<file path="src/rtl/avst_tx_sink_monitor_if.sv">
// AVST TX beat bundle between the network core (master) and the MAC-side sink (slave).
interface avst_tx_sink_monitor_if #(
  parameter int DATA_WIDTH  = 512,
  parameter int EMPTY_WIDTH = 6,
  parameter int ERROR_WIDTH = 1
);
  logic [DATA_WIDTH-1:0]  data;
  logic                   sop;
  logic                   eop;
  logic [EMPTY_WIDTH-1:0] empty;
  logic [ERROR_WIDTH-1:0] error;
  logic                   valid;
  logic                   ready;

  modport master (output data, sop, eop, empty, error, valid, input ready);
  modport slave  (input data, sop, eop, empty, error, valid, output ready);
endinterface

</file>
<file path="src/rtl/avst_tx_sink_monitor.sv">
// AVST TX sink standing in for the MAC: patterned backpressure, framing checks,
// one report per frame and saturating statistics.
module avst_tx_sink_monitor #(
  parameter int DATA_WIDTH    = 512,
  parameter int EMPTY_WIDTH   = 6,
  parameter int ERROR_WIDTH   = 1,
  parameter int READY_LATENCY = 0,
  parameter int MTU           = 16383,
  parameter int MIN_LEN       = 60,
  parameter int CNT_WIDTH     = 32,
  parameter int LEN_WIDTH     = 15
) (
  input  logic                 clk,
  input  logic                 rst_n,
  avst_tx_sink_monitor_if.slave avst,
  input  logic                 bp_en,
  input  logic [15:0]          bp_pattern,
  output logic                 report_vld,
  output logic [LEN_WIDTH-1:0] report_len,
  output logic [3:0]           report_flags,
  input  logic                 cnt_clear,
  output logic [CNT_WIDTH-1:0] cnt_frames,
  output logic [CNT_WIDTH-1:0] cnt_bytes,
  output logic [CNT_WIDTH-1:0] cnt_err_frames,
  output logic [CNT_WIDTH-1:0] cnt_proto_err
);
  localparam int SW = LEN_WIDTH + 1;
  localparam logic [SW-1:0] BYTES_W = SW'(DATA_WIDTH / 8);

  typedef enum logic {IDLE, IN_FRAME} state_t;

  state_t               state, state_n;
  logic [3:0]           idx;
  logic [2:0]           ready_dl;
  logic [LEN_WIDTH-1:0] len, len_n;
  logic                 err, err_n;
  logic                 skid_vld, skid_vld_n;
  logic [LEN_WIDTH-1:0] skid_len;
  logic [3:0]           skid_flags;

  logic                 r1_vld, r2_vld;
  logic [LEN_WIDTH-1:0] r1_len, r2_len;
  logic [3:0]           r1_flags, r2_flags;
  logic [1:0]           proto_inc;
  logic [3:0]           ready_taps;
  logic                 accept;
  logic [SW-1:0]        beat_len;
  logic [LEN_WIDTH-1:0] start_len, acc_len;
  logic                 start_err, acc_err;

  function automatic logic [LEN_WIDTH-1:0] sat_len(input logic [LEN_WIDTH-1:0] a,
                                                   input logic [SW-1:0] b);
    logic [SW:0] s;
    s = (SW+1)'(a) + (SW+1)'(b);
    return (s > (SW+1)'(MTU + 1)) ? LEN_WIDTH'(MTU + 1) : s[LEN_WIDTH-1:0];
  endfunction

  function automatic logic [3:0] mk_flags(input logic [LEN_WIDTH-1:0] l, input logic e,
                                          input logic m);
    return {m, ({1'b0, l} > SW'(MTU)), (l < LEN_WIDTH'(MIN_LEN)), e};
  endfunction

  function automatic logic [CNT_WIDTH-1:0] sat_cnt(input logic [CNT_WIDTH-1:0] a,
                                                   input logic [CNT_WIDTH-1:0] b);
    logic [CNT_WIDTH:0] s;
    s = {1'b0, a} + {1'b0, b};
    return s[CNT_WIDTH] ? '1 : s[CNT_WIDTH-1:0];
  endfunction

  assign ready_taps = {ready_dl, avst.ready};
  assign accept     = avst.valid & ready_taps[READY_LATENCY];
  assign beat_len   = avst.eop ? (BYTES_W - SW'(avst.empty)) : BYTES_W;
  assign start_len  = sat_len('0, beat_len);
  assign acc_len    = sat_len(len, beat_len);
  assign start_err  = |avst.error;
  assign acc_err    = err | (|avst.error);

  // r2 only exists when a malformed close and a single-beat frame share a beat;
  // that always leaves the FSM in IDLE, so a full skid never meets another r2.
  always_comb begin
    state_n   = state;
    len_n     = len;
    err_n     = err;
    r1_vld    = 1'b0;
    r1_len    = len;
    r1_flags  = '0;
    r2_vld    = 1'b0;
    r2_len    = start_len;
    r2_flags  = '0;
    proto_inc = 2'd0;
    if (accept) begin
      if (avst.sop) begin
        if (state == IN_FRAME) begin
          r1_vld    = 1'b1;
          r1_len    = len;
          r1_flags  = mk_flags(len, err, 1'b1);
          proto_inc = proto_inc + 2'd1;
        end
        len_n = start_len;
        err_n = start_err;
        if (avst.eop) begin
          state_n = IDLE;
          if (state == IN_FRAME) begin
            r2_vld   = 1'b1;
            r2_len   = start_len;
            r2_flags = mk_flags(start_len, start_err, 1'b0);
          end else begin
            r1_vld   = 1'b1;
            r1_len   = start_len;
            r1_flags = mk_flags(start_len, start_err, 1'b0);
          end
        end else begin
          state_n = IN_FRAME;
        end
      end else if (state == IN_FRAME) begin
        len_n = acc_len;
        err_n = acc_err;
        if (avst.eop) begin
          state_n  = IDLE;
          r1_vld   = 1'b1;
          r1_len   = acc_len;
          r1_flags = mk_flags(acc_len, acc_err, 1'b0);
        end
      end else begin
        proto_inc = proto_inc + 2'd1;
      end
      if (!avst.eop && (avst.empty != '0) && (avst.sop || state == IN_FRAME))
        proto_inc = proto_inc + 2'd1;
    end
    skid_vld_n = skid_vld ? r1_vld : r2_vld;
  end

  always_ff @(posedge clk or negedge rst_n) begin
    if (!rst_n) begin
      state        <= IDLE;
      idx          <= '0;
      ready_dl     <= '0;
      avst.ready   <= 1'b0;
      len          <= '0;
      err          <= 1'b0;
      skid_vld     <= 1'b0;
      skid_len     <= '0;
      skid_flags   <= '0;
      report_vld   <= 1'b0;
      report_len   <= '0;
      report_flags <= '0;
    end else begin
      state      <= state_n;
      len        <= len_n;
      err        <= err_n;
      idx        <= idx + 4'd1;
      ready_dl   <= {ready_dl[1:0], avst.ready};
      avst.ready <= ~skid_vld_n & (bp_en ? bp_pattern[idx] : 1'b1);
      skid_vld   <= skid_vld_n;
      if (skid_vld) begin
        report_vld   <= 1'b1;
        report_len   <= skid_len;
        report_flags <= skid_flags;
        skid_len     <= r1_len;
        skid_flags   <= r1_flags;
      end else begin
        report_vld   <= r1_vld;
        report_len   <= r1_len;
        report_flags <= r1_flags;
        skid_len     <= r2_len;
        skid_flags   <= r2_flags;
      end
    end
  end

  // Clear wins over any increment landing in the same cycle.
  always_ff @(posedge clk or negedge rst_n) begin
    if (!rst_n) begin
      cnt_frames     <= '0;
      cnt_bytes      <= '0;
      cnt_err_frames <= '0;
      cnt_proto_err  <= '0;
    end else if (cnt_clear) begin
      cnt_frames     <= '0;
      cnt_bytes      <= '0;
      cnt_err_frames <= '0;
      cnt_proto_err  <= '0;
    end else begin
      cnt_proto_err <= sat_cnt(cnt_proto_err, CNT_WIDTH'(proto_inc));
      if (report_vld) begin
        cnt_frames <= sat_cnt(cnt_frames, CNT_WIDTH'(1));
        cnt_bytes  <= sat_cnt(cnt_bytes, CNT_WIDTH'(report_len));
        if (report_flags != '0)
          cnt_err_frames <= sat_cnt(cnt_err_frames, CNT_WIDTH'(1));
      end
    end
  end
endmodule
</file>
<file path="src/flat_wrapper.sv">
// flat-port wrapper written by rule: the top's interface ports become plain ports
module avst_tx_sink_monitor_flat 
#(
  parameter int DATA_WIDTH    = 512,
  parameter int EMPTY_WIDTH   = 6,
  parameter int ERROR_WIDTH   = 1,
  parameter int READY_LATENCY = 0,
  parameter int MTU           = 16383,
  parameter int MIN_LEN       = 60,
  parameter int CNT_WIDTH     = 32,
  parameter int LEN_WIDTH     = 15
)
  (clk, rst_n, bp_en, bp_pattern, report_vld, report_len, report_flags, cnt_clear, cnt_frames, cnt_bytes, cnt_err_frames, cnt_proto_err, avst_data, avst_sop, avst_eop, avst_empty, avst_error, avst_valid, avst_ready);
  avst_tx_sink_monitor_if #(.DATA_WIDTH(DATA_WIDTH), .EMPTY_WIDTH(EMPTY_WIDTH), .ERROR_WIDTH(ERROR_WIDTH)) avst_i ();
  input  logic clk;
  input  logic rst_n;
  input  logic bp_en;
  input  logic [15:0] bp_pattern;
  output logic report_vld;
  output logic [LEN_WIDTH-1:0] report_len;
  output logic [3:0] report_flags;
  input  logic cnt_clear;
  output logic [CNT_WIDTH-1:0] cnt_frames;
  output logic [CNT_WIDTH-1:0] cnt_bytes;
  output logic [CNT_WIDTH-1:0] cnt_err_frames;
  output logic [CNT_WIDTH-1:0] cnt_proto_err;
  input wire logic [$bits(avst_i.data)-1:0] avst_data;
  input wire logic [$bits(avst_i.sop)-1:0] avst_sop;
  input wire logic [$bits(avst_i.eop)-1:0] avst_eop;
  input wire logic [$bits(avst_i.empty)-1:0] avst_empty;
  input wire logic [$bits(avst_i.error)-1:0] avst_error;
  input wire logic [$bits(avst_i.valid)-1:0] avst_valid;
  output wire logic [$bits(avst_i.ready)-1:0] avst_ready;
  assign avst_i.data = avst_data;
  assign avst_i.sop = avst_sop;
  assign avst_i.eop = avst_eop;
  assign avst_i.empty = avst_empty;
  assign avst_i.error = avst_error;
  assign avst_i.valid = avst_valid;
  assign avst_ready = avst_i.ready;
  avst_tx_sink_monitor #(.DATA_WIDTH(DATA_WIDTH), .EMPTY_WIDTH(EMPTY_WIDTH), .ERROR_WIDTH(ERROR_WIDTH), .READY_LATENCY(READY_LATENCY), .MTU(MTU), .MIN_LEN(MIN_LEN), .CNT_WIDTH(CNT_WIDTH), .LEN_WIDTH(LEN_WIDTH)) u_core (.clk(clk), .rst_n(rst_n), .avst(avst_i), .bp_en(bp_en), .bp_pattern(bp_pattern), .report_vld(report_vld), .report_len(report_len), .report_flags(report_flags), .cnt_clear(cnt_clear), .cnt_frames(cnt_frames), .cnt_bytes(cnt_bytes), .cnt_err_frames(cnt_err_frames), .cnt_proto_err(cnt_proto_err));
endmodule
</file>
<file path="config.mk">
export PLATFORM = sky130hd
export DESIGN_NAME = avst_tx_sink_monitor_flat
export DESIGN_NICKNAME = d
export VERILOG_FILES = /design/src/rtl/avst_tx_sink_monitor_if.sv /design/src/rtl/avst_tx_sink_monitor.sv /design/src/flat_wrapper.sv
export SDC_FILE = /design/constraint.sdc
export NUM_CORES = 1
export LEC_CHECK = 0
export BUFFER_PORTS_ARGS = -buffer_cell sky130_fd_sc_hd__buf_2
export CAP_MARGIN = 20
export CELL_PAD_IN_SITES_DETAIL_PLACEMENT = 1
export CELL_PAD_IN_SITES_GLOBAL_PLACEMENT = 1
export CORE_AREA = 3 3 270 272
export DETAILED_ROUTE_END_ITERATION = 10
export DIE_AREA = 0 0 273 275
export PLACE_DENSITY = 0.51
export SYNTH_ARGS = -nofsm -noshare
export SYNTH_HDL_FRONTEND = slang
export SYNTH_SLANG_ARGS = --single-unit
</file>
<file path="constraint.sdc">
create_clock -name clk -period 12.4 [get_ports clk]
set_input_delay 2.48 -clock clk [delete_from_list [all_inputs] [get_ports clk]]
set_output_delay 2.48 -clock clk [all_outputs]
set_load 0.005 [all_outputs]
</file>
Yosys cells after proc, flatten, opt, wreduce, memory -nomap -nowiden
Index checks and enable logic that the tools add are counted.
{"block": "word_totals", "reg_bits": 190, "output_inout_bits": 149, "input_bits": 542, "word_cells": 111}
{"block": "op_classes", "n_mux": 64, "n_lt_le_gt_ge": 9, "n_addsub": 8, "bitwise_logic": 4, "n_reduce_logical": 11}
{"operator": "$mux W32", "n": 12}
{"operator": "$mux W15", "n": 12}
{"operator": "$add A32 B1 Y33 const B", "n": 2}
{"operator": "$gt A15 B14 Y1 const B", "n": 3}
{"operator": "$lt A15 B6 Y1 const B", "n": 3}
{"operator": "$mux W4", "n": 11}
{"operator": "$add A32 B15 Y33", "n": 1}
{"operator": "$add A32 B2 Y33", "n": 1}
{"operator": "$mux W1", "n": 21}
{"operator": "$add A15 B16 Y17", "n": 1}
{"operator": "$gt A17 B15 Y1 const B", "n": 1}
{"operator": "$gt A16 B15 Y1 const B", "n": 1}
{"operator": "$mux W16", "n": 1}
{"operator": "$mux W2", "n": 4}
{"operator": "$sub A7 B6 Y8 const A", "n": 1}
{"operator": "$mux W3", "n": 2}
{"operator": "$reduce_bool A2 Y1", "n": 3}
{"operator": "$reduce_bool A6 Y1", "n": 1}
{"operator": "$lt A4 B5 Y1 const B", "n": 1}
{"operator": "$add A4 B1 Y4 const B", "n": 1}
{"operator": "$bmux W1 S4", "n": 1}
{"operator": "$reduce_and A2 Y1", "n": 2}
{"operator": "$reduce_bool A4 Y1", "n": 1}
{"operator": "$add A2 B1 Y2 const B", "n": 1}
{"operator": "other kinds (6)", "n": 8}

Longest topological paths before layout
{"block": "logic_depth", "word_depth": 11, "mapped_depth": 18, "mapped_depth_nobuf": 17}

Worst setup path after synthesis
No wires, ideal clock.
{"block": "synth_path", "kind": "input to register", "startpoint": "in avst_sop", "endpoint": "reg u_core.cnt_proto_err[29]", "n_path_buf": 3, "cell_stages": 18, "slack_ns": 6.161, "arrival_ns": 6.161, "cell_sequence": "clkbuf_1 inv_1 clkbuf_1 ha_1 inv_1 ha_1 and3_1 ha_1 inv_1 fa_1 nor2b_1 nor3b_1 nand2b_1 nor3_1 and3_1 nand2_1 clkbuf_1 a21oi_1"}
{"block": "synth_between", "elab_chain_len": 8, "elab_cells_between_ends": 10, "classes_between": "2 x add/sub; 6 x mux; 2 x reduce/logical"}
{"item": "start: declaration", "line": "flat_wrapper.sv:28", "source": "input wire logic [$bits(avst_i.sop)-1:0] avst_sop;"}
{"item": "$mux W2", "line": "avst_tx_sink_monitor.sv:92", "source": "if (avst.sop) begin"}
{"item": "$mux W2", "line": "avst_tx_sink_monitor.sv:91", "source": "if (accept) begin"}
{"item": "$add A2 B1 Y2", "line": "avst_tx_sink_monitor.sv:128", "source": "proto_inc = proto_inc + 2'd1;"}
{"item": "$mux W2 *", "line": "avst_tx_sink_monitor.sv:127", "source": "if (!avst.eop && (avst.empty != '0) && (avst.sop || state == IN_FRAME))"}
{"item": "$mux W2 *", "line": "avst_tx_sink_monitor.sv:91"}
{"item": "$add A32 B2 Y33 *", "line": "avst_tx_sink_monitor.sv:66", "source": "s = {1'b0, a} + {1'b0, b};"}
{"item": "$mux W32 *", "line": "avst_tx_sink_monitor.sv:67", "source": "return s[CNT_WIDTH] ? '1 : s[CNT_WIDTH-1:0];"}
{"item": "$mux W32 *", "line": "avst_tx_sink_monitor.sv:178", "source": "end else if (cnt_clear) begin"}
{"item": "end signal: assignment", "line": "avst_tx_sink_monitor.sv:184", "source": "cnt_proto_err <= sat_cnt(cnt_proto_err, CNT_WIDTH'(proto_inc));"}
{"item": "end: declaration", "line": "avst_tx_sink_monitor.sv:25", "source": "output logic [CNT_WIDTH-1:0] cnt_proto_err"}
Mark *: on every way between the ends. The rest lies on a longest branch, timed or not. The select of a mux whose other input is x is not followed.
A chain may end at the register's enable or synchronous reset.

Final worst setup path
{"block": "layout_path", "startpoint": "in avst_sop", "endpoint": "reg u_core.cnt_proto_err[0]"}
Same word-level chain as after synthesis.

==> metrics.md <==
| Metric | Value |
|---|---|
| Hold Path Stages | `1` |
| Core area | `71000 µm²` |
| Post-Syn Area | `roughly 11000 µm²` |
| Share of the synthesized area in the top cell type | `41.6%` |
| Synthesized flop and latch total | `190` |
| Tcrit/Tclk final | `between 60% and 70%` |
| Worst r2r path cells | `15` |
| Startpoint Class | `input pin` |
| Final hold viol count | `0` |
| CP delay by family, top | `simple AND/OR/NAND/NOR gates` |
| Largest family of logic cells by synthesized area | `compound AO/OA/AOI/OAI gates` |
| Critical path, cell by cell | `buf_2, inv_1, ha_1, inv_1, ha_1, and3_1, ha_1, inv_1, fa_1, nor2b_1, nor3b_1, nand2b_1, nor3_1, and3_1, nand2_1, a21oi_1` |
| Inst Count DP | `between 2000 and 2500` |
| Arr. time, crit path | `8170 ps` |
| Unrepaired setup endpoints after global routing | `no` |
| Tmin final | `about 7800 ps` |
| Slew Viols, Final | `0` |
| Layout Cells excl Fill | `about 2400` |
| Clock network power share | `between 30% and 40%` |
| Final core utilization | `between 10% and 20%` |
| Asr flop ratio synth | `100%` |
| Die area | `about 75000 µm²` |
| Seq/Total Area, Yosys | `between 40 and 50%` |
| Slowest stage delay, CP | `630 ps` |
| CTS max path bufs | `2` |
| Via count | `~11000` |
| P_sw | `about 0.57 mW` |
| Xor and xnor area share after synthesis | `under 10%` |
| Max Clock Skew | `about 15 ps` |
| Starting DRT DRC Count | `between 500 and 600` |
| Gp weighted congestion | `between 0.8 and 0.9` |
| Die width | `between 200 and 300 µm` |
| Share of layout cells above drive strength 1 | `a little under a fifth` |
| Ys flop type | `dfrtp_1` |
| TritonCTS clock tree | `done` |
| Critical-path top delay cell | `buf_2` |
| Crit. path cell count | `16` |
| Setup crit end kind | `flop` |
| Vias in the first global route | `11000` |
| Post-synth net total | `between 1500 and 2000` |
| Worst r2r src | `u_core.state$_DFFE_PN0P_` |
| Pint | `between 1 and 1.5 mW` |
| Max-cap viol count | `0` |
| Hold crit path type | `reg2reg` |
| CP bufs+invs | `4` |
| Setup tns final | `0 ps` |
| Slew HR | `31.2%` |
| Critical Path RT | `12790 ps` |
| PnR worst setup slack | `about 4600 ps` |
| Worst Path Max Fanout | `43` |
| Post-cts sizing count | `0` |
| Routed WL | `43.6 mm` |
| Area contributors post-synth | `dfrtp_1, nor2_1, a21oi_1` |
| Initial antenna violation count | `1` |
| # IOs | `~690` |
| Worst setup path start | `avst_sop` |
| Ant diodes | `0` |
| Hold path startpoint | `u_core.skid_flags[2]$_DFF_PN0_` |
| # port buffers | `about 180` |
| P per Cell Area | `between 100 and 150 nW/µm²` |
| Die Y-Extent | `between 200 and 300 µm` |
| Pre-Repair DR Iteration Count | `4` |
| CP Class | `in2reg` |
| Synth Instances | `approximately 1300` |
| Hold Buf Count CTS | `0` |
| Post-CTS Setup Repair Bufs | `0` |
| Detailed placer's ending HPWL | `roughly 32 mm` |
| Least-Margin Pin Slew | `roughly 1000 ps` |
| Post-route ant nets | `0` |
| Post-synthesis mux area share | `2.07%` |
| Global-route wire length before repair | `~68 mm` |
| Power share of the sequential group | `about two fifths` |
| Clock Sink Count | `190` |
| Number of enable flip-flop cells after synthesis | `0` |
| Ys Warns | `0` |
| Syn avg cell area | `just under 9 µm²` |
| Row count | `98` |
| Residual DRC | `0` |
| Initial core utilization | `roughly 16%` |
| Grt ovf | `0` |
| Post-synthesis simple-gate area fraction | `a little over a fifth` |
| Peak Freq | `roughly 0.13 GHz` |
| Synth Area in Compound Gates | `22.2%` |
| Post-synthesis adder-cell area fraction | `3.81%` |
| H-tree depth | `4` |
| Reg clk slew, reported paths | `approximately 80 ps` |
| Synth-to-Final Area Change | `21.6%` |
| CTS buffer count | `17` |
| Status | `complete, no violations` |
| Worst slack, placed | `between 4000 and 5000 ps` |
| Clock latency on the worst-skew pair | `490 ps` |
| Final net count | `about 2000` |
| Lkg Pwr | `around 6 nW` |
| Switching share of power | `between 30% and 40%` |
| Commonest non-fill, non-tap cell in the layout | `dfrtp_1` |
| All-Layer GR Usage | `about 12%` |
| Via density | `4.47` |
| Final setup viols | `0` |
| Clk root buf | `clkbuf_16` |
| Peak VDD IR | `60.4 µV` |
| Combinational share of power | `roughly 22%` |
| Commonest cells after routing, fill and taps aside | `dfrtp_1, buf_2, nor2_1` |
| Drt wl/cell | `18.3 µm` |
| Synth cell types | `85` |
| Largest net degree at the start of global routing | `72` |
| Largest area contributor in the netlist | `dfrtp_1` |
==> routing by layer <==
| layer | global-route usage [%] | share of wire (%) | vias to the layer above |
|---|---|---|---|
| met5 | 0 | 0 | - |
| met4 | 5.74 | 4.2 | 0 |
| met3 | 2.40 | 3.5 | 68 |
| met2 | 18.4 | 47 | 185 |
| met1 | 15.0 | 45 | 5400 |
| li1 | - | - | 5035 |
==> cell type report <==
class	instances	area, µm²
Fill cell	8409	57100
Clock inverter	14	194
Multi-Input combinational cell	983	6120
Inverter	42	158
Clock buffer	18	439
Tap cell	950	1190
Timing Repair Buffer	192	1050
Sequential cell	190	4760
==> cell families (layout without fill, tap and decap cells) <==
logic type,count (synthesis),in the layout
flops,190,190
simple gates,507,507
mux,17,17
compound gates,377,377
buf+inv,116,266
xor+xnor,49,49
fa+ha+maj,33,33
==> metrics by stage <==
step / hold WS, ps / area (µm²) / power, mW
5_1_grt: 460 / 13900 / 1.79
4_1_cts: 451 / 13800 / 1.72
3_3_place_gp: 440 / 13200 / 1.07
6_report: 452 / 13900 / 1.69
2_1_floorplan: 428 / 11400 / 0.943
3_5_place_dp: 442 / 13200 / 1.07
==> path summary, 6_finish.rpt <==
path | slack (ps) | end
min in group asynchronous | 1930 | u_core.idx[2]$_DFF_PN0_
hold / removal | 450 | u_core.report_flags[2]$_DFF_PN0_
hold reg to reg | 450 | u_core.report_flags[2]$_DFF_PN0_
setup reg to reg | 7590 | u_core.cnt_proto_err[0]$_DFF_PN0_
setup / recovery | 4620 | u_core.cnt_proto_err[0]$_DFF_PN0_
max in group asynchronous | 8470 | u_core.cnt_frames[3]$_DFFE_PN0P_
==> power by group through the flow <==
stage          Sequential [mW]  Combinational, mW  Clock, mW
3_3_place_gp             0.711              0.357          0
4_1_cts                  0.700              0.366      0.651
3_5_place_dp             0.711              0.363          0
2_1_floorplan            0.691              0.252          0
5_1_grt                  0.706              0.409      0.671
6_report                 0.700              0.363      0.626
==> cells in the mapped netlist, drive strengths merged, types with 4 or more instances <==
cell type,count
a41o,4
and2,15
a221oi,5
nand3,77
and4,8
and3,40
inv,41
o41ai,6
a211oi,47
o21ai,69
nor4,6
mux2i,9
mux4,5
buf,8
a22o,9
nor2b,10
nand4,22
a31oi,34
nor2,138
nand2,108
o21bai,6
ha,30
o31ai,10
xor2,31
o211ai,7
nor3,50
dfrtp,190
nand2b,6
a311oi,30
a21o,12
o21a,7
xnor2,18
clkbuf,65
or3,7
or2,8
a21oi,101
o2111ai,4
==> sequential cells by signal, summed over array words and instances (netlist names) <==
signal                 count
u_core.cnt_bytes          32
u_core.cnt_err_frames     32
u_core.cnt_frames         32
u_core.cnt_proto_err      32
u_core.len                15
u_core.report_len         15
u_core.skid_len           15
u_core.idx                 4
u_core.report_flags        4
u_core.skid_flags          4
u_core.avst.ready          1
u_core.err                 1
u_core.report_vld          1
u_core.skid_vld            1
u_core.state               1
Power figures use the tool's default switching activity.
